`config.mk`:
```
export PLATFORM = sky130hd
export DESIGN_NAME = instr_fetch_unit
export DESIGN_NICKNAME = d
export VERILOG_FILES = /design/src/rtl/riscv_pkg.sv /design/src/rtl/fetch_timeout_ctr.sv /design/src/rtl/instr_fetch_unit.sv
export SDC_FILE = /design/constraint.sdc
export NUM_CORES = 1
export LEC_CHECK = 0
export BUFFER_PORTS_ARGS = -buffer_cell sky130_fd_sc_hd__buf_2
export CORE_ASPECT_RATIO = 1.2
export CORE_MARGIN = 2
export CORE_UTILIZATION = 30
export DETAILED_ROUTE_END_ITERATION = 10
export GPL_ROUTABILITY_DRIVEN = 1
export GPL_TIMING_DRIVEN = 0
export PLACE_DENSITY_LB_ADDON = 0.12
export SYNTH_ARGS = -nofsm -noshare
export SYNTH_HDL_FRONTEND = slang
export SYNTH_SLANG_ARGS = --single-unit
```
`constraint.sdc`:
```
create_clock -name clk -period 5.6 [get_ports clk]
set_input_delay 0.28 -clock clk [delete_from_list [all_inputs] [get_ports clk]]
set_output_delay 0.28 -clock clk [all_outputs]
set_load 0.02 [all_outputs]
```
`src/rtl/riscv_pkg.sv`:
```
// Shared definitions for the multicycle RISC-V core: fetch FSM states,
// the canonical NOP encoding, major opcodes and a counter-width helper.
package riscv_pkg;

  typedef enum logic {
    IDLE = 1'b0,
    REQ  = 1'b1
  } fetch_state_e;

  localparam logic [31:0] NOP_INSTR = 32'h0000_0013;  // addi x0, x0, 0

  localparam logic [6:0] OP_LOAD   = 7'd3;
  localparam logic [6:0] OP_IMM    = 7'd19;
  localparam logic [6:0] OP_STORE  = 7'd35;
  localparam logic [6:0] OP_LUI    = 7'd55;
  localparam logic [6:0] OP_BRANCH = 7'd99;
  localparam logic [6:0] OP_JALR   = 7'd103;
  localparam logic [6:0] OP_JAL    = 7'd111;

  // Width of a counter that must reach max_wait; never narrower than 1 bit.
  function automatic int unsigned ctr_width(input int unsigned max_wait);
    return (max_wait == 0) ? 1 : $clog2(max_wait + 1);
  endfunction

endpackage

```
`src/rtl/fetch_timeout_ctr.sv`:
```
// Loadable up-counter with a terminal-count flag, used to time out fetches.
// Ports:
//   clk, rst      clock, asynchronous active-high reset
//   load          load load_val this cycle (has priority over en)
//   load_val      value to load
//   en            increment by one
//   term_c        combinational: count equals TERM (held low when TERM_EN=0)
module fetch_timeout_ctr
  import riscv_pkg::*;
#(
  parameter int unsigned W       = 4,
  parameter int unsigned TERM    = 14,
  parameter bit          TERM_EN = 1'b1
) (
  input  logic         clk,
  input  logic         rst,
  input  logic         load,
  input  logic [W-1:0] load_val,
  input  logic         en,
  output logic         term_c
);

  logic [W-1:0] cnt_q, cnt_d;

  // Next count: load wins over increment.
  always_comb begin
    cnt_d = cnt_q;
    if (load) begin
      cnt_d = load_val;
    end else if (en) begin
      cnt_d = cnt_q + W'(1);
    end
  end

  always_ff @(posedge clk or posedge rst) begin
    if (rst) begin
      cnt_q <= '0;
    end else begin
      cnt_q <= cnt_d;
    end
  end

  assign term_c = TERM_EN && (cnt_q == W'(TERM));

endmodule

```
`src/rtl/instr_fetch_unit.sv`:
```
// Fetch stage of the multicycle RISC-V core. Holds the PC, issues word reads
// to instruction memory over a req/ready handshake and latches the returned
// word into the instruction register, keeping the PC of that instruction.
// Ports:
//   clk, reset           clock, asynchronous active-high reset
//   fetch_start          start a fetch at the current pc (ignored while busy)
//   pc_write, pc_next    load pc_next into pc (any state)
//   mem_req, mem_addr    memory read request / address (addr = pc when idle)
//   mem_rdata, mem_ready returned instruction word and its valid strobe
//   instr, imm_field, op instruction register and its extender/controller slices
//   pc, old_pc           current PC and PC of the instruction in IR
//   fetch_done           one-cycle pulse aligned with an IR update
//   fetch_err            one-cycle pulse on timeout or misaligned pc
//   busy                 high while a fetch is outstanding
module instr_fetch_unit
  import riscv_pkg::*;
#(
  parameter int unsigned     XLEN     = 32,
  parameter logic [XLEN-1:0] RESET_PC = '0,
  parameter int unsigned     MAX_WAIT = 15
) (
  input  logic            clk,
  input  logic            reset,
  input  logic            fetch_start,
  input  logic            pc_write,
  input  logic [XLEN-1:0] pc_next,
  output logic            mem_req,
  output logic [XLEN-1:0] mem_addr,
  input  logic [XLEN-1:0] mem_rdata,
  input  logic            mem_ready,
  output logic [XLEN-1:0] instr,
  output logic [24:0]     imm_field,
  output logic [6:0]      op,
  output logic [XLEN-1:0] pc,
  output logic [XLEN-1:0] old_pc,
  output logic            fetch_done,
  output logic            fetch_err,
  output logic            busy
);

  localparam int unsigned CW   = ctr_width(MAX_WAIT);
  // Terminal count is one below MAX_WAIT: the flag is seen in the cycle whose
  // increment would reach MAX_WAIT.
  localparam int unsigned TERM = (MAX_WAIT == 0) ? 0 : MAX_WAIT - 1;

  fetch_state_e    state_q, state_d;
  logic [XLEN-1:0] pc_q, pc_d;
  logic [XLEN-1:0] addr_q, addr_d;
  logic [XLEN-1:0] old_pc_q, old_pc_d;
  logic [XLEN-1:0] instr_q, instr_d;
  logic [XLEN-1:0] mem_addr_q, mem_addr_d;
  logic            mem_req_q, mem_req_d;
  logic            busy_q, busy_d;
  logic            fetch_done_q, fetch_done_d;
  logic            fetch_err_q, fetch_err_d;
  logic            ctr_load, ctr_en, ctr_term;

  fetch_timeout_ctr #(
    .W       (CW),
    .TERM    (TERM),
    .TERM_EN (MAX_WAIT != 0)
  ) u_timeout_ctr (
    .clk      (clk),
    .rst      (reset),
    .load     (ctr_load),
    .load_val (CW'(0)),
    .en       (ctr_en),
    .term_c   (ctr_term)
  );

  // Next-state and next-output logic.
  always_comb begin
    state_d      = state_q;
    pc_d         = pc_write ? pc_next : pc_q;
    addr_d       = addr_q;
    old_pc_d     = old_pc_q;
    instr_d      = instr_q;
    fetch_done_d = 1'b0;
    fetch_err_d  = 1'b0;
    ctr_load     = 1'b0;
    ctr_en       = 1'b0;

    unique case (state_q)
      IDLE: begin
        if (fetch_start) begin
          if (pc_q[1:0] != 2'b00) begin
            fetch_err_d = 1'b1;
          end else begin
            state_d  = REQ;
            addr_d   = pc_q;
            ctr_load = 1'b1;
          end
        end
      end
      REQ: begin
        if (mem_ready) begin
          state_d      = IDLE;
          instr_d      = mem_rdata;
          old_pc_d     = addr_q;
          fetch_done_d = 1'b1;
        end else if (ctr_term) begin
          state_d     = IDLE;
          fetch_err_d = 1'b1;
        end else begin
          ctr_en = 1'b1;
        end
      end
      default: state_d = IDLE;
    endcase

    // Memory-side outputs follow the next state so they are registered and
    // the address cannot move while a request is held.
    mem_req_d  = (state_d == REQ);
    busy_d     = (state_d == REQ);
    mem_addr_d = (state_d == REQ) ? addr_d : pc_d;
  end

  always_ff @(posedge clk or posedge reset) begin
    if (reset) begin
      state_q      <= IDLE;
      pc_q         <= RESET_PC;
      addr_q       <= RESET_PC;
      old_pc_q     <= RESET_PC;
      instr_q      <= XLEN'(NOP_INSTR);
      mem_addr_q   <= RESET_PC;
      mem_req_q    <= 1'b0;
      busy_q       <= 1'b0;
      fetch_done_q <= 1'b0;
      fetch_err_q  <= 1'b0;
    end else begin
      state_q      <= state_d;
      pc_q         <= pc_d;
      addr_q       <= addr_d;
      old_pc_q     <= old_pc_d;
      instr_q      <= instr_d;
      mem_addr_q   <= mem_addr_d;
      mem_req_q    <= mem_req_d;
      busy_q       <= busy_d;
      fetch_done_q <= fetch_done_d;
      fetch_err_q  <= fetch_err_d;
    end
  end

  assign mem_req    = mem_req_q;
  assign mem_addr   = mem_addr_q;
  assign busy       = busy_q;
  assign pc         = pc_q;
  assign old_pc     = old_pc_q;
  assign instr      = instr_q;
  assign fetch_done = fetch_done_q;
  assign fetch_err  = fetch_err_q;
  assign imm_field  = instr_q[31:7];
  assign op         = instr_q[6:0];

endmodule
```
==> flow_metrics.tcl <==
set metrics [dict create \
    postCtsSetupRepairBufs 0 \
    yosysWarnings 0 \
    antenna_found_initial 2 \
    row_count 60 \
    route.detailed.drc 0 \
    die_width_um 141 \
    clkLatencyLatePin_ns 0.42 \
    fill_cells 2184 \
    nets 837 \
    synthesis.nets 585 \
    wl_met2_um 8740 \
    die_area_um2 23700 \
    clock_tree.root_cell "clkbuf_16" \
    grt_pass1_wl_um 27800 \
    drv_cap 0 \
    wl_per_cell_um 17.1 \
    crit_chain "nand2_1, clkbuf_1, buf_2, mux2_2" \
    critPathMaxFanout 10 \
    regToRegStartpoint "busy" \
    status "finished, final reports clean" \
    htree_levels 4 \
    synthArstFlopShare_pct 100 \
    max_slew_margin_pct 43.3 \
    syn2layout_area_growth_pct 31.6 \
    clock-sinks 167 \
    period_needed_ns 2.10 \
    grt_remaining_overflow 0 \
    drive_gt1_share_pct 53.7 \
    arrival_ns 2.40 \
    min_path_type "in -> reg" \
    synth_edf_count 0 \
    io_pins 233 \
    cts-buffers-inserted 17 \
    critPathRequiredTime_ns 5.89 \
    yosys_register_bits 167 \
    vdd_drop_max_uv 196 \
    drt-pass1-iter-count 4 \
    dr_wl_met3_um 1280 \
    drt_iter0_markers 156 \
    avgSynthCellArea_um2 13.1 \
    crit_path_start "busy" \
    grt_usage_pct 15.4 \
    p_leak_uw 0.00442 \
    finalClockSkew_ns 0.0126 \
    final_hold_viol_count 0 \
    clock_path_buffers 2 \
    place_congestion 0.765 \
    final_util_pct 39.9 \
    dp_hpwl_um 12800 \
    grt_max_degree 126 \
    final_antenna_net_count 0 \
    cts_tree "yes" \
    synthesis.area_um2 6740 \
    cp-end-kind "flip-flop" \
    first_global_vias 5011 \
    die_h_um 168 \
    numPortBuffers 231 \
    worstMarginPinSlew_ns 0.850 \
    power_density_nw_per_um2 489 \
    synthFlopType "dfrtp_1" \
    finalSetupViolCount 0 \
    path_clk_slew_ns 0.07 \
    path_class "reg -> reg" \
    min_from "mem_rdata[17]" \
    critPathMaxStageDelay_ns 0.57 \
    num_vias 4875 \
    cpMaxStageDelayCell "clkbuf_1" \
    crit_path_start_kind "flip-flop" \
    min_period_over_period_pct 37.6 \
    met1_length_um 7890 \
    fin_tns_setup_ns 0 \
    rsz0062_at_grt "false" \
    ys_seq_area_share_pct 62.1 \
    highest_layer "met5" \
    core_um2 22200 \
    initial_core_util_pct 30.3 \
    drt-vias-per-instance 4.61 \
    fmax_mhz 475 \
    synth_cell_types 27 \
    drv_slew 0 \
    post_synth_inst_count 514 \
    drt-total-wl_um 18100 \
]
==> power breakdown <==
part	leakage, µW	switching, µW	internal (µW)
Combinational	0.00211	835	596
Clock	0.000279	510	662
Sequential	0.00203	187	1550
Total	0.00442	1530	2810
==> layout make-up <==
class                           count  area (µm²)  area share (%)
Buffer                             66         412            4.64
Tap cell                          279         349            3.94
Inverter                            3        18.8           0.212
Antenna cell                        1        2.50          0.0282
Clock buffer                       18         429            4.84
Sequential cell                   167        4180            47.2
Timing Repair Buffer              233        1190            13.5
Multi-Input combinational cell    278        2130            24.0
Clock inverter                     13         149            1.68
==> layout by cell type (no fill, tap or decap), types with 2 or more instances in the layout <==
cell / instances
inv_8: 2
clkinv_4: 4
buf_6: 3
buf_4: 33
buf_2: 245
mux2_2: 89
o211ai_2: 13
clkinvlp_4: 2
o21ai_0: 3
a21oi_1: 2
inv_6: 2
clkbuf_1: 15
buf_1: 2
mux2_1: 7
o211ai_1: 48
and2_1: 2
mux2i_1: 2
dfstp_2: 3
ha_1: 2
dfrtp_1: 164
bufinv_16: 2
clkbuf_16: 17
nor3_1: 3
nand3_1: 4
nand2_1: 96
clkinv_2: 2
inv_1: 2
==> flip-flops by register name, indices dropped and copies added, names as in the netlist, 4 cells and up <==
register	count
old_pc	32
addr_q	32
u_timeout_ctr.cnt_q	4
mem_addr	32
instr	32
pc	32
==> cells by family after synthesis <==
| group | count (synthesis) | synth area share (%) |
|---|---|---|
| and+or+nand+nor | 110 | 6.61 |
| buffers and inverters | 69 | 6.28 |
| muxes | 98 | 16.3 |
| AOI/OAI and AO/OA | 68 | 8.30 |
| DFF | 167 | 62.1 |
| adders and majority gates | 2 | 0.371 |
==> metal layers <==
layer,up-vias,GRT usage (%)
met1,2433,19.7
li1,2260,-
met2,165,25.1
met5,-,0
met4,2,4.57
met3,15,4.86
==> cells in the mapped netlist (3+ instances only) <==
cell type / number / area, µm²
buf_2: 14 / 70.1
buf_4: 33 / 248
buf_6: 3 / 33.8
clkbuf_1: 14 / 52.6
dfrtp_1: 164 / 4100
dfstp_2: 3 / 78.8
inv_1: 3 / 11.3
mux2_1: 7 / 78.8
mux2_2: 89 / 1000
nand2_1: 96 / 360
nand3_1: 4 / 20.0
nor3_1: 3 / 15.0
o211ai_1: 48 / 360
o211ai_2: 13 / 163
o21ai_0: 3 / 15.0
==> critical path, delay by kind of cell (launching register included) <==
kind | cells | cell delay (ns)
buffers and inverters | 2 | 1.00
flip-flops | 1 | 0.47
multiplexers | 1 | 0.38
AND/OR/NAND/NOR | 1 | 0.11
==> stage by stage <==
step	std cells	area, µm²	total power (µW)	setup slack [ns]	hold WS [ns]
5_1_grt	1057	8860	4580	3.31	0.0677
3_5_place_dp	1025	8280	3220	3.41	0.294
3_3_place_gp	1024	8240	3190	-1.02	0.473
2_1_floorplan	514	6740	2690	0.807	0.431
6_report	1058	8870	4340	3.50	0.0942
4_1_cts	1057	8860	4410	3.39	0.0691
==> worst paths after layout <==
path,endpoint,cells after the start,slack (ns)
min in group asynchronous,instr[14],3,0.40
worst min register to register,addr_q[15],2,0.50
worst max-delay path,old_pc[4],4,3.50
max in group asynchronous,mem_addr[17],4,4.32
worst min-delay path,instr[17],2,0.09
worst max register to register,old_pc[4],4,3.50
==> what timing repair did <==
action | CTS | global route
hold endpoints to repair | 39 | 0
hold buffers | 1 | 0
gates resized for setup | 0 | 0
Note: power is estimated with default switching activity, not from simulation.
